==> config.mk <==
export PLATFORM = sky130hd
export DESIGN_NAME = keypad_scanner
export DESIGN_NICKNAME = d
export VERILOG_FILES = /design/src/rtl/kbd_pkg.sv /design/src/rtl/keypad_col_scan.sv /design/src/rtl/keypad_scanner.sv
export SDC_FILE = /design/constraint.sdc
export NUM_CORES = 1
export LEC_CHECK = 0
export CORE_UTILIZATION = 40
export CTS_CLUSTER_SIZE = 25
export DETAILED_ROUTE_END_ITERATION = 6
export HOLD_SLACK_MARGIN = 0.12
export PLACE_DENSITY = 0.64
export SYNTH_ARGS = -nofsm -noshare
export SYNTH_HDL_FRONTEND = slang
export SYNTH_HIERARCHICAL = 1
export SYNTH_SLANG_ARGS = --single-unit
==> constraint.sdc <==
create_clock -name clk -period 7.05 [get_ports clk]
set_input_delay 1.41 -clock clk [delete_from_list [all_inputs] [get_ports clk]]
set_output_delay 1.41 -clock clk [all_outputs]
set_load 0.1 [all_outputs]
==> src/rtl/kbd_pkg.sv <==
// Shared types and helpers for the matrix keypad scanner.
package kbd_pkg;

  typedef enum logic [1:0] {
    IDLE,
    PRESS_DB,
    HELD,
    REL_DB
  } kbd_state_t;

  // Per-frame contact count, saturating at MANY.
  typedef enum logic [1:0] {
    NONE,
    ONE,
    MANY
  } contact_cnt_t;

  localparam int DBW = 4;

  function automatic int clog2(input int value);
    int result;
    int v;
    result = 0;
    v = value - 1;
    while (v > 0) begin
      result = result + 1;
      v = v >> 1;
    end
    return (result < 1) ? 1 : result;
  endfunction

endpackage

==> src/rtl/keypad_col_scan.sv <==
// Column driver, row synchroniser and per-frame contact summariser.
module keypad_col_scan import kbd_pkg::*; #(
  parameter int NCOLS    = 4,
  parameter int NROWS    = 4,
  parameter int SCAN_DIV = 16,
  localparam int KEYW    = clog2(NROWS * NCOLS)
) (
  input  logic             clk,
  input  logic             reset,
  input  logic             en,
  input  logic [NROWS-1:0] row,
  output logic [NCOLS-1:0] col,
  output logic             frame_done,
  output logic [1:0]       count,
  output logic [KEYW-1:0]  code
);

  localparam int SLOTW = clog2(SCAN_DIV);
  localparam int COLW  = clog2(NCOLS);

  logic [SLOTW-1:0] slot_cnt;
  logic [COLW-1:0]  col_idx;
  logic [NROWS-1:0] row_meta;
  logic [NROWS-1:0] row_sync;
  contact_cnt_t     acc_count;
  logic [KEYW-1:0]  acc_code;
  contact_cnt_t     slot_count;
  logic [KEYW-1:0]  slot_code;
  contact_cnt_t     merged_count;
  logic [KEYW-1:0]  merged_code;
  logic             sample;
  logic             last_col;

  assign sample     = en && (slot_cnt == SLOTW'(SCAN_DIV - 1));
  assign last_col   = (col_idx == COLW'(NCOLS - 1));
  assign col        = (en && !reset) ? (NCOLS'(1) << col_idx) : '0;
  assign frame_done = sample && last_col;
  assign count      = merged_count;
  assign code       = merged_code;

  always_ff @(posedge clk) begin
    if (reset) begin
      row_meta <= '0;
      row_sync <= '0;
    end else begin
      row_meta <= row;
      row_sync <= row_meta;
    end
  end

  // Descending scan leaves the lowest contacting row as the slot code.
  always_comb begin
    slot_count = NONE;
    slot_code  = '0;
    for (int r = NROWS - 1; r >= 0; r--) begin
      if (row_sync[r]) begin
        slot_count = (slot_count == NONE) ? ONE : MANY;
        slot_code  = KEYW'(r * NCOLS) + KEYW'(col_idx);
      end
    end
  end

  always_comb begin
    merged_count = acc_count;
    merged_code  = acc_code;
    if (slot_count != NONE) begin
      if (acc_count == NONE) begin
        merged_count = slot_count;
        merged_code  = slot_code;
      end else begin
        merged_count = MANY;
        if (slot_code < acc_code) begin
          merged_code = slot_code;
        end
      end
    end
  end

  always_ff @(posedge clk) begin
    if (reset || !en) begin
      slot_cnt  <= '0;
      col_idx   <= '0;
      acc_count <= NONE;
      acc_code  <= '0;
    end else if (sample) begin
      slot_cnt <= '0;
      if (last_col) begin
        col_idx   <= '0;
        acc_count <= NONE;
        acc_code  <= '0;
      end else begin
        col_idx   <= col_idx + COLW'(1);
        acc_count <= merged_count;
        acc_code  <= merged_code;
      end
    end else begin
      slot_cnt <= slot_cnt + SLOTW'(1);
    end
  end

endmodule

==> src/rtl/keypad_scanner.sv <==
// Matrix keypad scanner: frame-level debounce FSM and valid/ack key handoff.
module keypad_scanner import kbd_pkg::*; #(
  parameter int NCOLS    = 4,
  parameter int NROWS    = 4,
  parameter int SCAN_DIV = 16,
  parameter int DEBOUNCE = 4,
  localparam int KEYW    = clog2(NROWS * NCOLS)
) (
  input  logic             clk,
  input  logic             reset,
  input  logic             en,
  output logic [NCOLS-1:0] col,
  input  logic [NROWS-1:0] row,
  output logic [KEYW-1:0]  key_code,
  output logic             key_valid,
  input  logic             key_ack,
  output logic             multi,
  output logic             overrun
);

  kbd_state_t      state;
  kbd_state_t      state_next;
  logic [DBW-1:0]  db_cnt;
  logic [DBW-1:0]  db_next;
  logic [KEYW-1:0] cand;
  logic [KEYW-1:0] cand_next;
  logic            accept;
  logic            frame_done;
  logic [1:0]      frame_count;
  logic [KEYW-1:0] frame_code;
  contact_cnt_t    frame_cnt_e;
  logic            single;
  logic            empty;

  keypad_col_scan #(
    .NCOLS    (NCOLS),
    .NROWS    (NROWS),
    .SCAN_DIV (SCAN_DIV)
  ) u_col_scan (
    .clk        (clk),
    .reset      (reset),
    .en         (en),
    .row        (row),
    .col        (col),
    .frame_done (frame_done),
    .count      (frame_count),
    .code       (frame_code)
  );

  assign frame_cnt_e = contact_cnt_t'(frame_count);
  assign single      = (frame_cnt_e == ONE);
  assign empty       = (frame_cnt_e == NONE);

  always_ff @(posedge clk) begin
    if (reset || !en) begin
      state  <= IDLE;
      db_cnt <= '0;
      cand   <= '0;
    end else begin
      state  <= state_next;
      db_cnt <= db_next;
      cand   <= cand_next;
    end
  end

  // Debounce counts whole frames; a single qualifying frame suffices when DEBOUNCE is 1.
  always_comb begin
    state_next = state;
    db_next    = db_cnt;
    cand_next  = cand;
    accept     = 1'b0;
    if (frame_done) begin
      unique case (state)
        IDLE: begin
          if (single) begin
            if (DEBOUNCE == 1) begin
              accept     = 1'b1;
              state_next = HELD;
            end else begin
              state_next = PRESS_DB;
              db_next    = DBW'(1);
              cand_next  = frame_code;
            end
          end
        end
        PRESS_DB: begin
          if (single && (frame_code == cand)) begin
            if (db_cnt == DBW'(DEBOUNCE - 1)) begin
              accept     = 1'b1;
              state_next = HELD;
              db_next    = '0;
            end else begin
              db_next = db_cnt + DBW'(1);
            end
          end else begin
            state_next = IDLE;
            db_next    = '0;
          end
        end
        HELD: begin
          if (empty) begin
            if (DEBOUNCE == 1) begin
              state_next = IDLE;
            end else begin
              state_next = REL_DB;
              db_next    = DBW'(1);
            end
          end
        end
        REL_DB: begin
          if (empty) begin
            if (db_cnt == DBW'(DEBOUNCE - 1)) begin
              state_next = IDLE;
              db_next    = '0;
            end else begin
              db_next = db_cnt + DBW'(1);
            end
          end else begin
            state_next = HELD;
            db_next    = '0;
          end
        end
        default: begin
          state_next = IDLE;
          db_next    = '0;
        end
      endcase
    end
  end

  // An ack in the accept cycle frees the slot, so the new key loads without overrun.
  always_ff @(posedge clk) begin
    if (reset) begin
      key_code  <= '0;
      key_valid <= 1'b0;
      multi     <= 1'b0;
      overrun   <= 1'b0;
    end else begin
      multi   <= frame_done && (frame_cnt_e == MANY);
      overrun <= 1'b0;
      if (accept && key_valid && !key_ack) begin
        overrun <= 1'b1;
      end else if (accept) begin
        key_code  <= frame_code;
        key_valid <= 1'b1;
      end else if (key_ack) begin
        key_valid <= 1'b0;
      end
    end
  end

endmodule
### After elaboration in Yosys (flattened, before gate mapping)

Index checks and enable logic that the tools add are counted.

| cells by class | value |
|---|---|
| equality and inequality tests | 13 |
| bitwise operators | 1 |
| shifts and indexed selects | 1 |
| $lt $le $gt $ge | 1 |
| reductions and logical operators | 25 |
| multiplexer cells | 40 |
| add/sub/neg operators | 6 |

Operators with widths:

| kind | number |
|---|---|
| $mux W4 | 14 |
| $mux W2 | 16 |
| $pmux W4 S4 | 1 |
| $logic_not A2 Y1 | 6 |
| $add A4 B1 Y4 const B | 2 |
| $eq A2 B2 Y1 const B | 4 |
| $mux W1 | 8 |
| $pmux W2 S4 | 1 |
| $logic_and A1 B1 Y1 | 7 |
| $ne A3 B3 Y1 const B | 2 |
| $reduce_and A3 Y1 | 2 |
| $reduce_and A5 Y1 | 1 |
| $add A3 B2 Y4 const A | 1 |
| $add A3 B3 Y4 const A | 1 |
| $add A4 B2 Y4 const A | 1 |
| $eq A2 B1 Y1 const B | 2 |
| $eq A4 B2 Y1 const B | 1 |
| $eq A4 B4 Y1 | 1 |
| $eq A4 B4 Y1 const B | 1 |
| $lt A4 B4 Y1 | 1 |
| $ne A2 B2 Y1 const B | 2 |
| $reduce_and A2 Y1 | 2 |
| $reduce_bool A2 Y1 | 2 |
| $shl A1 B2 Y4 const A | 1 |
| 5 further kinds | 7 |

| storage, ports and cells | value |
|---|---|
| bits in registers | 37 |
| bits of input ports | 8 |
| output and inout bits | 11 |
| word-level logic and storage cells | 100 |

### Logic depth before layout (Yosys ltp)

| depth | value |
|---|---|
| depth after elaboration | 21 |
| depth in mapped cells | 14 |
| depth with buffers taken out | 14 |

### Hierarchy

The synthesis kept the hierarchy.

Modules (own cells, without submodules):

| module | times used | area an instance (um^2) | cells each | seq. area each (um^2) |
|---|---|---|---|---|
| keypad_col_scan | 1 | 1077.3 | 113 | 400.4 |
| keypad_scanner | 1 | 847.1 | 91 | 340.3 |

### Worst setup path before layout

No wires, ideal clock.

| path | value |
|---|---|
| path kind | input port to output port |
| from | input en |
| to | output col[0] |
| path buffers | 0 |
| data required time | 5.640 ns |
| arrival | 2.433 ns |
| path slack | 3.207 ns |
| stages | 2 |
| cells stage by stage | nor2b_1 -> and2_1 |

| on the way | value |
|---|---|
| longest elaborated chain between the ends | 2 |

RTL lines:

| element | line | RTL |
|---|---|---|
| from (decl) | keypad_scanner.sv:11 | `input logic en,` |
| $logic_and A1 B1 Y1 | keypad_col_scan.sv:36 | `assign col = (en && !reset) ? (NCOLS'(1) << col_idx) : '0;` |
| $mux W4 | keypad_col_scan.sv:36 |  |
| to (decl) | keypad_scanner.sv:12 | `output logic [NCOLS-1:0] col,` |

Every way passes these cells.

### Worst setup path after layout

| path | value |
|---|---|
| from | input en |
| to | output col[1] |

Same word-level chain as after synthesis.

==> tab_implementation.tex <==
\begin{tabular}{lr}
\hline
Metric & Value \\
\hline
\multicolumn{2}{l}{\textbf{Layout}} \\
Combined flip-flop and latch cell area & 741 um2 \\
P\&R area growth vs syn & 16.8\% \\
Fraction of final layout cells with drive strength greater than 1 & 9.21\% \\
Diode insertion count for antenna repair & 0 \\
Design Area, Final & 2250 um2 \\
\# fillers & 413 \\
Core occupancy in the finished layout & 50.2\% \\
Multi-input gate area & 1130 um2 \\
Nets@finish & 249 \\
Post-layout instance count excluding filler cells & 280 \\
\multicolumn{2}{l}{\textbf{STA}} \\
Setup Viol. Count Final & 0 \\
Final Skew & 2.76 ps \\
Setup TNS & 0 ps \\
Unrepaired setup endpoints after global routing & no \\
Time the final worst path needs with I/O delays and setup & 5050 ps \\
Fmax & 198 MHz \\
Hold violation count in the final report & 0 \\
Slew at the pin closest to its max-slew limit & 1010 ps \\
Max-Slew Margin vs Limit & 31.9\% \\
Part of the cycle the worst path needs & 71.6\% \\
Final Max Slew Viols & 0 \\
\multicolumn{2}{l}{\textbf{Global routing}} \\
Largest net degree at the start of global routing & 19 \\
First-pass GRT wire length & 6090 um \\
All-layer global routing usage & 15.5\% \\
Global routing met3 resource utilization & 5.49\% \\
Busiest grt layer & met2 \\
Antenna violations before repair & 0 \\
Global routing met2 resource utilization & 24.4\% \\
Met1 layer usage reported by global route & 18.8\% \\
GRT overflow & 0 \\
Via count of the first global-routing pass & 1,359 \\
\multicolumn{2}{l}{\textbf{Die}} \\
Top Ports & 19 \\
Height of the die & 71.4 um \\
X dimension of the die & 71.4 um \\
Starting density of the core & 43.0\% \\
Die area & 5090 um2 \\
CORE AREA & 4470 um2 \\
Standard-cell row count & 24 \\
\multicolumn{2}{l}{\textbf{Routing}} \\
Routed len/inst & 12.3 um \\
Iter 0 DRT Violations & 71 \\
Routed vias & 1,477 \\
Number of nets with antenna violations after detailed routing & 0 \\
Routed wire length & 3450 um \\
Detailed-router iteration count before antenna repair & 7 \\
DRC viols & 2 \\
Average vias per placed instance & 5.28 \\
\multicolumn{2}{l}{\textbf{Placed design}} \\
Number of placed instances with taps included & 273 \\
Routability congestion estimate from global placement & 0.750 \\
Instance area at placement & 2160 um2 \\
Input/output buffers & 18 \\
Half-perimeter wire length after detailed placement & 2600 um \\
\multicolumn{2}{l}{\textbf{Run status}} \\
Status & finished, violations left \\
Violations in the final reports & DRC \\
\multicolumn{2}{l}{\textbf{CTS}} \\
Cell at the root of the clock tree & sky130\_fd\_sc\_hd\_\_clkbuf\_8 \\
Clock insertion delay at the later pin of the skew report & 290 ps \\
Cts bufs inserted & 5 \\
Clock tree from TritonCTS & done \\
Count of H-tree levels built during CTS & 2 \\
CTS resizes & 0 \\
Clock Sink Count & 37 \\
Setup Buffers After CTS & 0 \\
CTS Buffer Depth & 2 \\
Hold-fix buffers at CTS & 0 \\
Register clock-pin slew on the reported worst setup and hold paths & 60 ps \\
\multicolumn{2}{l}{\textbf{Setup path}} \\
Critical path arrival & 3640 ps \\
Type of element launching the critical path & input pin \\
Setup crit end kind & primary output \\
WS Path Type & in -> out \\
Crit Path Max Fanout & 7 \\
Register-to-Register Setup Slack & 3780 ps \\
Worst EP required & 5640 ps \\
\multicolumn{2}{l}{\textbf{Power}} \\
Largest vdd supply drop & 0.0969 mV \\
Power density relative to cell area & 177 nW/um2 \\
Leakage power & 0.828 nW \\
\multicolumn{2}{l}{\textbf{Yosys}} \\
Distinct cell type count of the synthesized netlist & 47 \\
Cells after synthesis & 204 \\
Post-synthesis instance area & 1920 um2 \\
Warnings, synthesis & 6 \\
Synthesized net count & 225 \\
Post-Synthesis Mean Instance Area & 9.43 um2 \\
Sequential fraction of the synthesis area & 38.5\% \\
Number of synthesized register bits & 37 \\
Primary FF master, synth & sky130\_fd\_sc\_hd\_\_dfxtp\_1 \\
FFs w/ async S/R, synth & 0\% \\
Number of enable-type register cells in the synthesized netlist & 0 \\
\multicolumn{2}{l}{\textbf{Min path}} \\
Class of the most critical hold timing path & reg -> reg \\
\multicolumn{2}{l}{\textbf{Flow run}} \\
MaxCap Viol Count & 0 \\
\hline
\end{tabular}
==> worst max-delay path, cell delays in order <==
cell	delay, ps
sky130_fd_sc_hd__clkdlybuf4s50_1	560
sky130_fd_sc_hd__nor2b_1	340
sky130_fd_sc_hd__and2_1	190
sky130_fd_sc_hd__clkdlybuf4s50_1	1130
==> routing by layer <==
| layer | share of wire, % | up-vias |
|---|---|---|
| met1 | 49 | 672 |
| met5 | 0 | - |
| met3 | 4.7 | 6 |
| met2 | 45 | 31 |
| li1 | - | 768 |
| met4 | 1.8 | 0 |
==> placed cells by master (no fill, tap or decap), drive strengths merged, types with 4 or more instances in the layout <==
cell type       n
a21oi          10
a32o            4
and2            7
clkbuf          7
clkdlybuf4s50  18
dfxtp          37
ha             13
inv            11
mux2i          10
nand2          12
nand2b          6
nand3           9
nor2           24
nor2b          11
nor3            6
o22ai           4
xnor2           5
==> layout make-up <==
| class | count | area share (%) |
|---|---|---|
| clock buffers | 7 | 3.84 |
| well taps | 52 | 2.90 |
| inverters | 11 | 1.84 |
| repair buffers | 19 | 8.35 |
| flip-flops and latches | 37 | 33.0 |
| multi-input cells | 154 | 50.1 |
==> worst paths after layout <==
kind                                               end  cells past startpoint              startpoint
worst max-delay path                            col[1]                      4                      en
worst min-delay path            u_col_scan/row_sync[2]                      1  u_col_scan/row_meta[2]
worst max register to register               db_cnt[0]                     13  u_col_scan/row_sync[3]
worst min register to register  u_col_scan/row_sync[2]                      1  u_col_scan/row_meta[2]
==> cell families after synthesis <==
logic type / synth area share, %
AOI/OAI and AO/OA: 13.1
xor gates and xnor gates: 3.19
adders and majority gates: 8.45
buffers and inverters: 2.99
DFF: 38.5
muxes: 7.54
and+or+nand+nor: 26.2
==> through the flow <==
step / power, W / hold slack (ps) / worst slack [ps]
2_1_floorplan: 0.000246 / 414 / 3210
3_3_place_gp: 0.000256 / 416 / 2030
3_5_place_dp: 0.000257 / 423 / 2010
4_1_cts: 0.000406 / 441 / 1990
5_1_grt: 0.000420 / 453 / 1900
6_report: 0.000398 / 435 / 2000
==> registers in the layout (all words and copies together), names as in the netlist, 4 cells and up <==
name                 cells
u_col_scan/slot_cnt      4
u_col_scan/acc_code      4
db_cnt                   4
key_code                 4
cand                     4
u_col_scan/row_sync      4
u_col_scan/row_meta      4
==> cell usage after synthesis (all sizes together), types with 3 or more instances <==
cell type / n / area (um2)
a21oi: 10 / 50.1
nand2b: 6 / 37.5
and2: 7 / 43.8
nor2: 24 / 90.1
nor3: 6 / 46.3
o22ai: 4 / 25.0
mux2: 3 / 45.0
o21ai: 3 / 15.0
dfxtp: 37 / 741
nand2: 12 / 47.6
ha: 13 / 163
nand3: 9 / 55.1
nor2b: 11 / 68.8
xnor2: 5 / 43.8
a32o: 4 / 40.0
inv: 11 / 41.3
mux2i: 10 / 100
==> report_power, final <==
group | internal, W | switching [W] | total (W)
Clock | 0.0000775 | 0.0000687 | 0.000146
Combinational | 0.0000168 | 0.0000216 | 0.0000384
Sequential | 0.000212 | 0.00000184 | 0.000214
Total | 0.000306 | 0.0000921 | 0.000398
No activity file was read; power rests on OpenSTA's default activity.
